**config.mk**
```make
export PLATFORM = sky130hd
export DESIGN_NAME = load_wb_ctrl
export DESIGN_NICKNAME = d
export VERILOG_FILES = /design/src/rtl/load_wb_ctrl_pkg.sv /design/src/rtl/ld_wait_cnt.sv /design/src/rtl/load_wb_ctrl.sv
export SDC_FILE = /design/constraint.sdc
export NUM_CORES = 1
export LEC_CHECK = 0
export CORE_MARGIN = 8
export CORE_UTILIZATION = 45
export DETAILED_ROUTE_END_ITERATION = 12
export GPL_ROUTABILITY_DRIVEN = 0
export HOLD_SLACK_MARGIN = 0.1
export PLACE_DENSITY = 0.87
export SYNTH_ARGS = -nofsm -noshare
export SYNTH_HDL_FRONTEND = slang
export SYNTH_SLANG_ARGS = --single-unit
```
**constraint.sdc**
```tcl
create_clock -name clk -period 2.49 [get_ports clk]
set_clock_uncertainty 0.2 [all_clocks]
set_input_delay 0.249 -clock clk [delete_from_list [all_inputs] [get_ports clk]]
set_output_delay 0.249 -clock clk [all_outputs]
set_load 0.03 [all_outputs]
```
**src/rtl/load_wb_ctrl_pkg.sv**
```systemverilog
// Shared definitions for the load write-back controller: load types, FSM
// encoding, write-back mux selects and wait-latency bounds.
package load_wb_ctrl_pkg;

  typedef enum logic [1:0] {
    LD_LW  = 2'd0,
    LD_LH  = 2'd1,
    LD_LB  = 2'd2,
    LD_LBU = 2'd3
  } ld_type_e;

  typedef enum logic [2:0] {
    S_IDLE  = 3'd0,
    S_WAIT  = 3'd1,
    S_LATCH = 3'd2,
    S_WB    = 3'd3,
    S_ERR   = 3'd4
  } ld_state_e;

  localparam logic [2:0] SEL_NONE = 3'd0;
  localparam logic [2:0] SEL_MDR  = 3'd5;
  localparam logic [2:0] SEL_BH   = 3'd7;

  localparam int MEM_WAIT_MIN = 1;
  localparam int MEM_WAIT_MAX = 15;
  localparam int CNT_W        = $clog2(MEM_WAIT_MAX + 1);

  // Word loads need a 4-byte aligned address, halfword loads a 2-byte one.
  function automatic logic misaligned(input ld_type_e t, input logic [1:0] a);
    return ((t == LD_LW) && (a != 2'd0)) || ((t == LD_LH) && a[0]);
  endfunction

endpackage

```
**src/rtl/ld_wait_cnt.sv**
```systemverilog
// Down-counter that paces the memory read; parks at zero.
module ld_wait_cnt #(
  parameter int W = 4
) (
  input  logic         clk,
  input  logic         rst,
  input  logic         load,
  input  logic         dec,
  input  logic [W-1:0] value,
  output logic         zero
);

  logic [W-1:0] cnt_q, cnt_d;

  always_comb begin
    cnt_d = cnt_q;
    if (load)                     cnt_d = value;
    else if (dec && cnt_q != '0)  cnt_d = cnt_q - 1'b1;
  end

  always_ff @(posedge clk or posedge rst)
    if (rst) cnt_q <= '0;
    else     cnt_q <= cnt_d;

  assign zero = (cnt_q == '0);

endmodule

```
**src/rtl/load_wb_ctrl.sv**
```systemverilog
// Load write-back sequencer: read wait, MDR latch, register write-back,
// with alignment trapping and flush abort.
module load_wb_ctrl
  import load_wb_ctrl_pkg::*;
#(
  parameter int MEM_WAIT = 2
) (
  input  logic       clk,
  input  logic       reset,
  input  logic       start,
  input  logic [1:0] ld_type,
  input  logic [1:0] addr_lo,
  input  logic       flush,
  output logic       mem_rd,
  output logic       mdr_load,
  output logic [2:0] mem_to_reg,
  output logic       reg_write,
  output logic [1:0] bh_sel,
  output logic       bh_signed,
  output logic       bh_half,
  output logic       busy,
  output logic       done,
  output logic       align_err
);

  localparam logic [CNT_W-1:0] WAIT_INIT = CNT_W'(MEM_WAIT - 1);

  ld_state_e  state_q;
  ld_type_e   ldt_q;
  ld_type_e   ldt_in;
  logic [1:0] bh_sel_q;
  logic       bh_signed_q, bh_half_q;
  logic       take, bad, cnt_zero;

  assign ldt_in = ld_type_e'(ld_type);
  assign bad    = misaligned(ldt_in, addr_lo);
  // flush outranks a start arriving in IDLE
  assign take   = (state_q == S_IDLE) && start && !flush;

  ld_wait_cnt #(.W(CNT_W)) u_wait (
    .clk  (clk),
    .rst  (reset),
    .load (take && !bad),
    .dec  (state_q == S_WAIT),
    .value(WAIT_INIT),
    .zero (cnt_zero)
  );

  always_ff @(posedge clk or posedge reset)
    if (reset) begin
      state_q     <= S_IDLE;
      ldt_q       <= LD_LW;
      bh_sel_q    <= 2'd0;
      bh_signed_q <= 1'b0;
      bh_half_q   <= 1'b0;
    end else begin
      case (state_q)
        S_IDLE:
          if (take) begin
            if (bad) state_q <= S_ERR;
            else begin
              state_q     <= S_WAIT;
              ldt_q       <= ldt_in;
              bh_sel_q    <= addr_lo;
              bh_signed_q <= (ldt_in == LD_LH) || (ldt_in == LD_LB);
              bh_half_q   <= (ldt_in == LD_LH);
            end
          end
        S_WAIT:  if (flush) state_q <= S_IDLE;
                 else if (cnt_zero) state_q <= S_LATCH;
        S_LATCH: state_q <= flush ? S_IDLE : S_WB;
        default: state_q <= S_IDLE;
      endcase
    end

  assign mem_rd     = (state_q == S_WAIT);
  assign mdr_load   = (state_q == S_LATCH);
  assign done       = (state_q == S_WB);
  assign reg_write  = (state_q == S_WB) && !flush;
  assign align_err  = (state_q == S_ERR);
  assign busy       = (state_q != S_IDLE);
  assign mem_to_reg = (state_q != S_WB) ? SEL_NONE :
                      (ldt_q == LD_LW)  ? SEL_MDR  : SEL_BH;
  assign bh_sel     = bh_sel_q;
  assign bh_signed  = bh_signed_q;
  assign bh_half    = bh_half_q;

endmodule

```
# == After elaboration in Yosys (flattened, before gate mapping) ==
# Index checks and enable logic that the tools add are counted.
# W data, S select, Z words.
# op_classes
n_reduce_logical,21
n_eq_ne,9
muxes,10
n_bitwise,1
add_sub_neg,1
# op_table
cell,count
$mux W3,5
$pmux W3 S3,1
$mux W4,2
$logic_and A1 B1 Y1,7
$eq A3 B2 Y1 const B,2
$logic_not A2 Y1,2
$logic_not A4 Y1,1
$mux W2,2
$reduce_bool A2 Y1,2
$reduce_bool A4 Y1,1
$sub A4 B1 Y4 const B,1
$eq A3 B1 Y1 const B,1
$eq A3 B3 Y1 const B,1
$logic_not A3 Y1,1
$ne A3 B2 Y1 const B,1
$ne A3 B3 Y1 const B,1
$reduce_and A3 Y1,1
$reduce_bool A3 Y1,1
$eq A2 B1 Y1 const B,1
$eq A2 B2 Y1 const B,1
$logic_not A1 Y1,2
$logic_or A1 B1 Y1,2
$ne A2 B2 Y1 const B,1
$reduce_and A2 Y1,1
$not A1 Y1,1
# word_totals
output_inout_bits,13
word_cells,48
reg_bits,13
inputBits,8

# == Longest topological paths before layout ==
# depth
ltp_word,6
ltp_mapped,6
mapped_depth_nobuf,5

# == By module ==
# A second synthesis with hierarchy kept.
# unflattened
hier_cells,76
hier_area_um2,785.8
# modules_own_cells
mod,seq_area_each_um2,area_each_um2,instances,cells_each
load_wb_ctrl,225.2,524.3,1,48
ld_wait_cnt,100.1,261.5,1,28

# == Worst setup path after synthesis ==
# No wires, ideal clock.
# synth_timing
path_type,flip-flop to flip-flop
start,register state_q[2]
end,register u_wait.cnt_q[3]
setup_time_ps,78
setup_slack_ps,703
arrival_time_ps,1509
period_less_slack_ps,1787
n_path_buf,1
path_stages_with_launch,5
t_required_ps,2212
cell_sequence,dfrtp_1 > or3b_1 > clkbuf_2 > or4_1 > a21boi_1
# synth_between
elab_chain_cells,5
elab_cells_between_ends,8
cone_classes,eq/ne (1); mux (1); reduce/logical (6)
# synth_lines
element,line_no,text
from (decl),load_wb_ctrl.sv:28,ld_state_e state_q;
from (signal assigned),load_wb_ctrl.sv:71,S_LATCH: state_q <= flush ? S_IDLE : S_WB;
$logic_not A3 Y1,load_wb_ctrl.sv:38,assign take = (state_q == S_IDLE) && start && !flush;
$logic_and A1 B1 Y1 (2 in series),load_wb_ctrl.sv:38,
$logic_and A1 B1 Y1,load_wb_ctrl.sv:43,".load (take && !bad),"
$mux W4 or $reduce_bool A2 Y1 (tied branches),n/a,
to (signal assigned),ld_wait_cnt.sv:23,else cnt_q <= cnt_d;
to (decl),ld_wait_cnt.sv:13,"logic [W-1:0] cnt_q, cnt_d;"
# Parallel ways exist; a longest one is shown, timed or not.
# A chain may end at the register's enable or synchronous reset.

# == Final worst setup path ==
# layout_timing
start,register state_q[0]
end,output port busy
# layout_between
elab_chain_cells,1
# layout_lines
element,line_no,text
$reduce_bool A3 Y1,load_wb_ctrl.sv:81,assign busy = (state_q != S_IDLE);
to (decl),load_wb_ctrl.sv:21,"output logic busy,"
# No other way between the ends.

==> out/results.ini <==
[logic_synthesis]
synth_cells=69
ys_types=26
syn_area_sq_um=703.2
synth_top_cell_area_share=0.4626
synth-compound-area-share=0.1050
yosys.area_share.xor_xnor=0
synth_top_family_by_area=simple AND/OR/NAND/NOR gates
ys_ff_latch=13
yosys.area_share.simple=0.1957
yosysWarnings=0
synthAdderAreaFrac=0.05338
synth_seq_area_share=0.4626
syn_nets=80
muxShareOfSynthArea=0.09609
synth_area_per_cell_sq_um=10.19
yosys.area.top_type=dfrtp_1
synth_area_leaders=dfrtp_1 (46%), mux2_2 (9.6%), ha_1 (5.3%)

[critical_path]
startpoint_type=register
crit_buf_inv=2
cp.arrival_ns=1.79
crit_family=buffers and inverters
crit_slowest_cell=clkdlybuf4s50_1
path_cells=nor3_1, inv_1, clkdlybuf4s50_1
crit_path_max_fanout=9
cp_slowest_stage_delay_ns=0.61
r2r_setup_slack_ns=0.60
r2r-end=u_wait.cnt_q[3]
ff2ff_path_depth=3
critPathKind=reg2out
endpoint_kind=output port
r2r_start=state_q[0]
critPathRequiredTime_ns=2.04

[timing]
tightest_slew_ns=0.6079
setup_viol=0
fin_crit_ns=2.242
fin_ws_ns=0.2478
post-route-period-util=0.9005
max_freq_mhz=446.0
rsz0062_at_grt=false
setup_tns_ns=0
maxSlewViolCount=0
slew_headroom=0.5939
hold_viol=0

[placement]
place_hpwl_um=1247
post-place-ws_ns=0.1853
io_buffers=20

[cells_and_area]
fin_nets=103
n_antenna_cell=0
drive_gt1_frac=0.1209
fin_util=0.6311
multi_input_area_sq_um=316.6
area_delta_synth_final_pct=33.63
seqCellArea_sq_um=325.3
fillers=119

[grt]
grt_max_degree=14
antenna_found_initial=0
gr-total-overflow=0
grt_pass1_vias=612
grt_use_total=0.1031
grt_first_pass_wirelength_um=2670

[pwr]
peakVddDrop_uv=755.7
leakage_nw=0.4329
p_sw_frac=0.3852
powerDensity_nw_per_um2=910.9
p_int_mw=0.5263
seqPwrFrac=0.396
combinationalPowerShare=0.454
clockPowerShare=0.150
p_switching_mw=0.3297

[cts]
cts_buffers=3
path_clk_slew_ns=0.08
clk_latency_ns=0.27
clkSinkCount=13
htreeDepth=1
cts_tree=yes
clockRootBuffer=clkbuf_4
clockBufferDepth=2
cts_setup_buffers=0

[route]
wl_per_cell_um=15.00
routed_wl_um=1605
drt-initial-drc-count=15
num_vias=560
drc_errors=0
firstDrtPassIters=4
vias_per_cell=5.234
postRouteAntennaNets=0

[die]
design.die.area_sq_um=3084
core_area_sq_um=1489
initial_core_util=0.4723
die_h_um=55.53
die_x_um=55.53
num_io_pins=21
fp-row-count=14

[outcome]
status=completed

[job]
cap_violations=0

[hold_path]
min_path_type=in2async

worst register-to-register path, stage by stage (launching register included):
cell,delay [ns]
dfrtp_1,0.48
or3b_1,0.47
or4_1,0.53
a21boi_1,0.14
per-stage QoR:
| stage | total power [mW] | instance area [sq um] | hold WS (ns) | std cells |
|---|---|---|---|---|
| global placement | 0.7218 | 910.9 | 0.2912 | 103 |
| detailed placement | 0.7327 | 910.9 | 0.2959 | 103 |
| CTS | 0.8625 | 937.1 | 0.1090 | 107 |
| floorplan | 0.5907 | 703.2 | -0.07404 | 69 |
| finish | 0.8560 | 939.7 | 0.09925 | 107 |
| global route | 0.9113 | 939.7 | 0.1527 | 107 |
how the worst max path moves through the flow:
stage	start	to	slack, ns	cells after the start
2_1_floorplan	state_q[2]	u_wait.cnt_q[3]	0.70	4
3_3_place_gp	ld_type[0]	bh_sel[1]	0.32	7
3_5_place_dp	ld_type[0]	bh_sel[1]	0.19	7
4_1_cts	state_q[0]	mem_rd	0.05	3
5_1_grt	state_q[2]	mem_to_reg[1]	0.14	3
6_report	state_q[0]	busy	0.25	3
kinds of logic (layout without fill, tap and decap cells):
family | count (synthesis) | after routing
compound gates | 12 | 12
fa+ha+maj | 3 | 3
buf+inv | 13 | 35
flops | 13 | 13
mux | 6 | 6
simple gates | 22 | 22
placed cells by master (no fill, tap or decap), types with 2 or more instances in the layout:
cell type,instances
a21boi_0,2
buf_4,2
clkbuf_4,3
clkdlybuf4s50_1,19
dfrtp_1,13
ha_1,3
inv_1,9
mux2_2,6
nand2_1,2
nand3b_1,2
nor2_1,3
nor3b_1,3
o21ai_0,6
or3_1,3
power groups by stage:
stage / clock network (mW) / logic [mW] / registers (mW)
floorplan: 0 / 0.211 / 0.380
global placement: 0 / 0.384 / 0.338
detailed placement: 0 / 0.392 / 0.341
CTS: 0.131 / 0.394 / 0.337
global route: 0.139 / 0.423 / 0.349
finish: 0.128 / 0.389 / 0.339
registers in the layout (all words and copies together), names as in the netlist:
| register | cells |
|---|---|
| state_q | 3 |
| bh_half | 1 |
| bh_signed | 1 |
| u_wait.cnt_q | 4 |
| bh_sel | 2 |
| ldt_q | 2 |
synth_stat cells:
cell type  instances
nand4_1            1
clkbuf_2           1
or4_1              1
nand2b_1           1
buf_4              3
nor2_1             3
or3_1              3
nor4b_1            1
dfrtp_1           13
nand3b_1           2
a21boi_1           1
a21oi_1            1
ha_1               3
o21ai_0            6
mux2_2             6
nand2_1            2
a311oi_1           1
nor3b_1            3
or3b_1             1
nor3_1             1
nand4b_1           1
nor2b_1            1
a21boi_0           2
nand3_1            1
a211oi_1           1
inv_1              9
timing repair:
| action | 4_1_cts | 5_1_grt |
|---|---|---|
| endpoints found under the setup margin | 0 | 1 |
| resized for setup | 0 | 1 |
| hold buffers | 0 | 0 |
metal layers:
layer  up-vias  part of all wire  track usage
li1        280                 -            -
met1       260              0.43      0.09855
met4         0             0.022      0.04225
met5         -                 0            0
met2        14              0.50       0.1923
met3         6             0.054      0.03653
layout make-up:
cell class	instances	share of cell area
timing repair buffer	22	0.2317
clock buffer	4	0.02796
multi-input combinational	43	0.3369
tap	16	0.02130
sequential	13	0.3462
inverter	9	0.03595
Note: power is estimated with default switching activity, not from simulation.
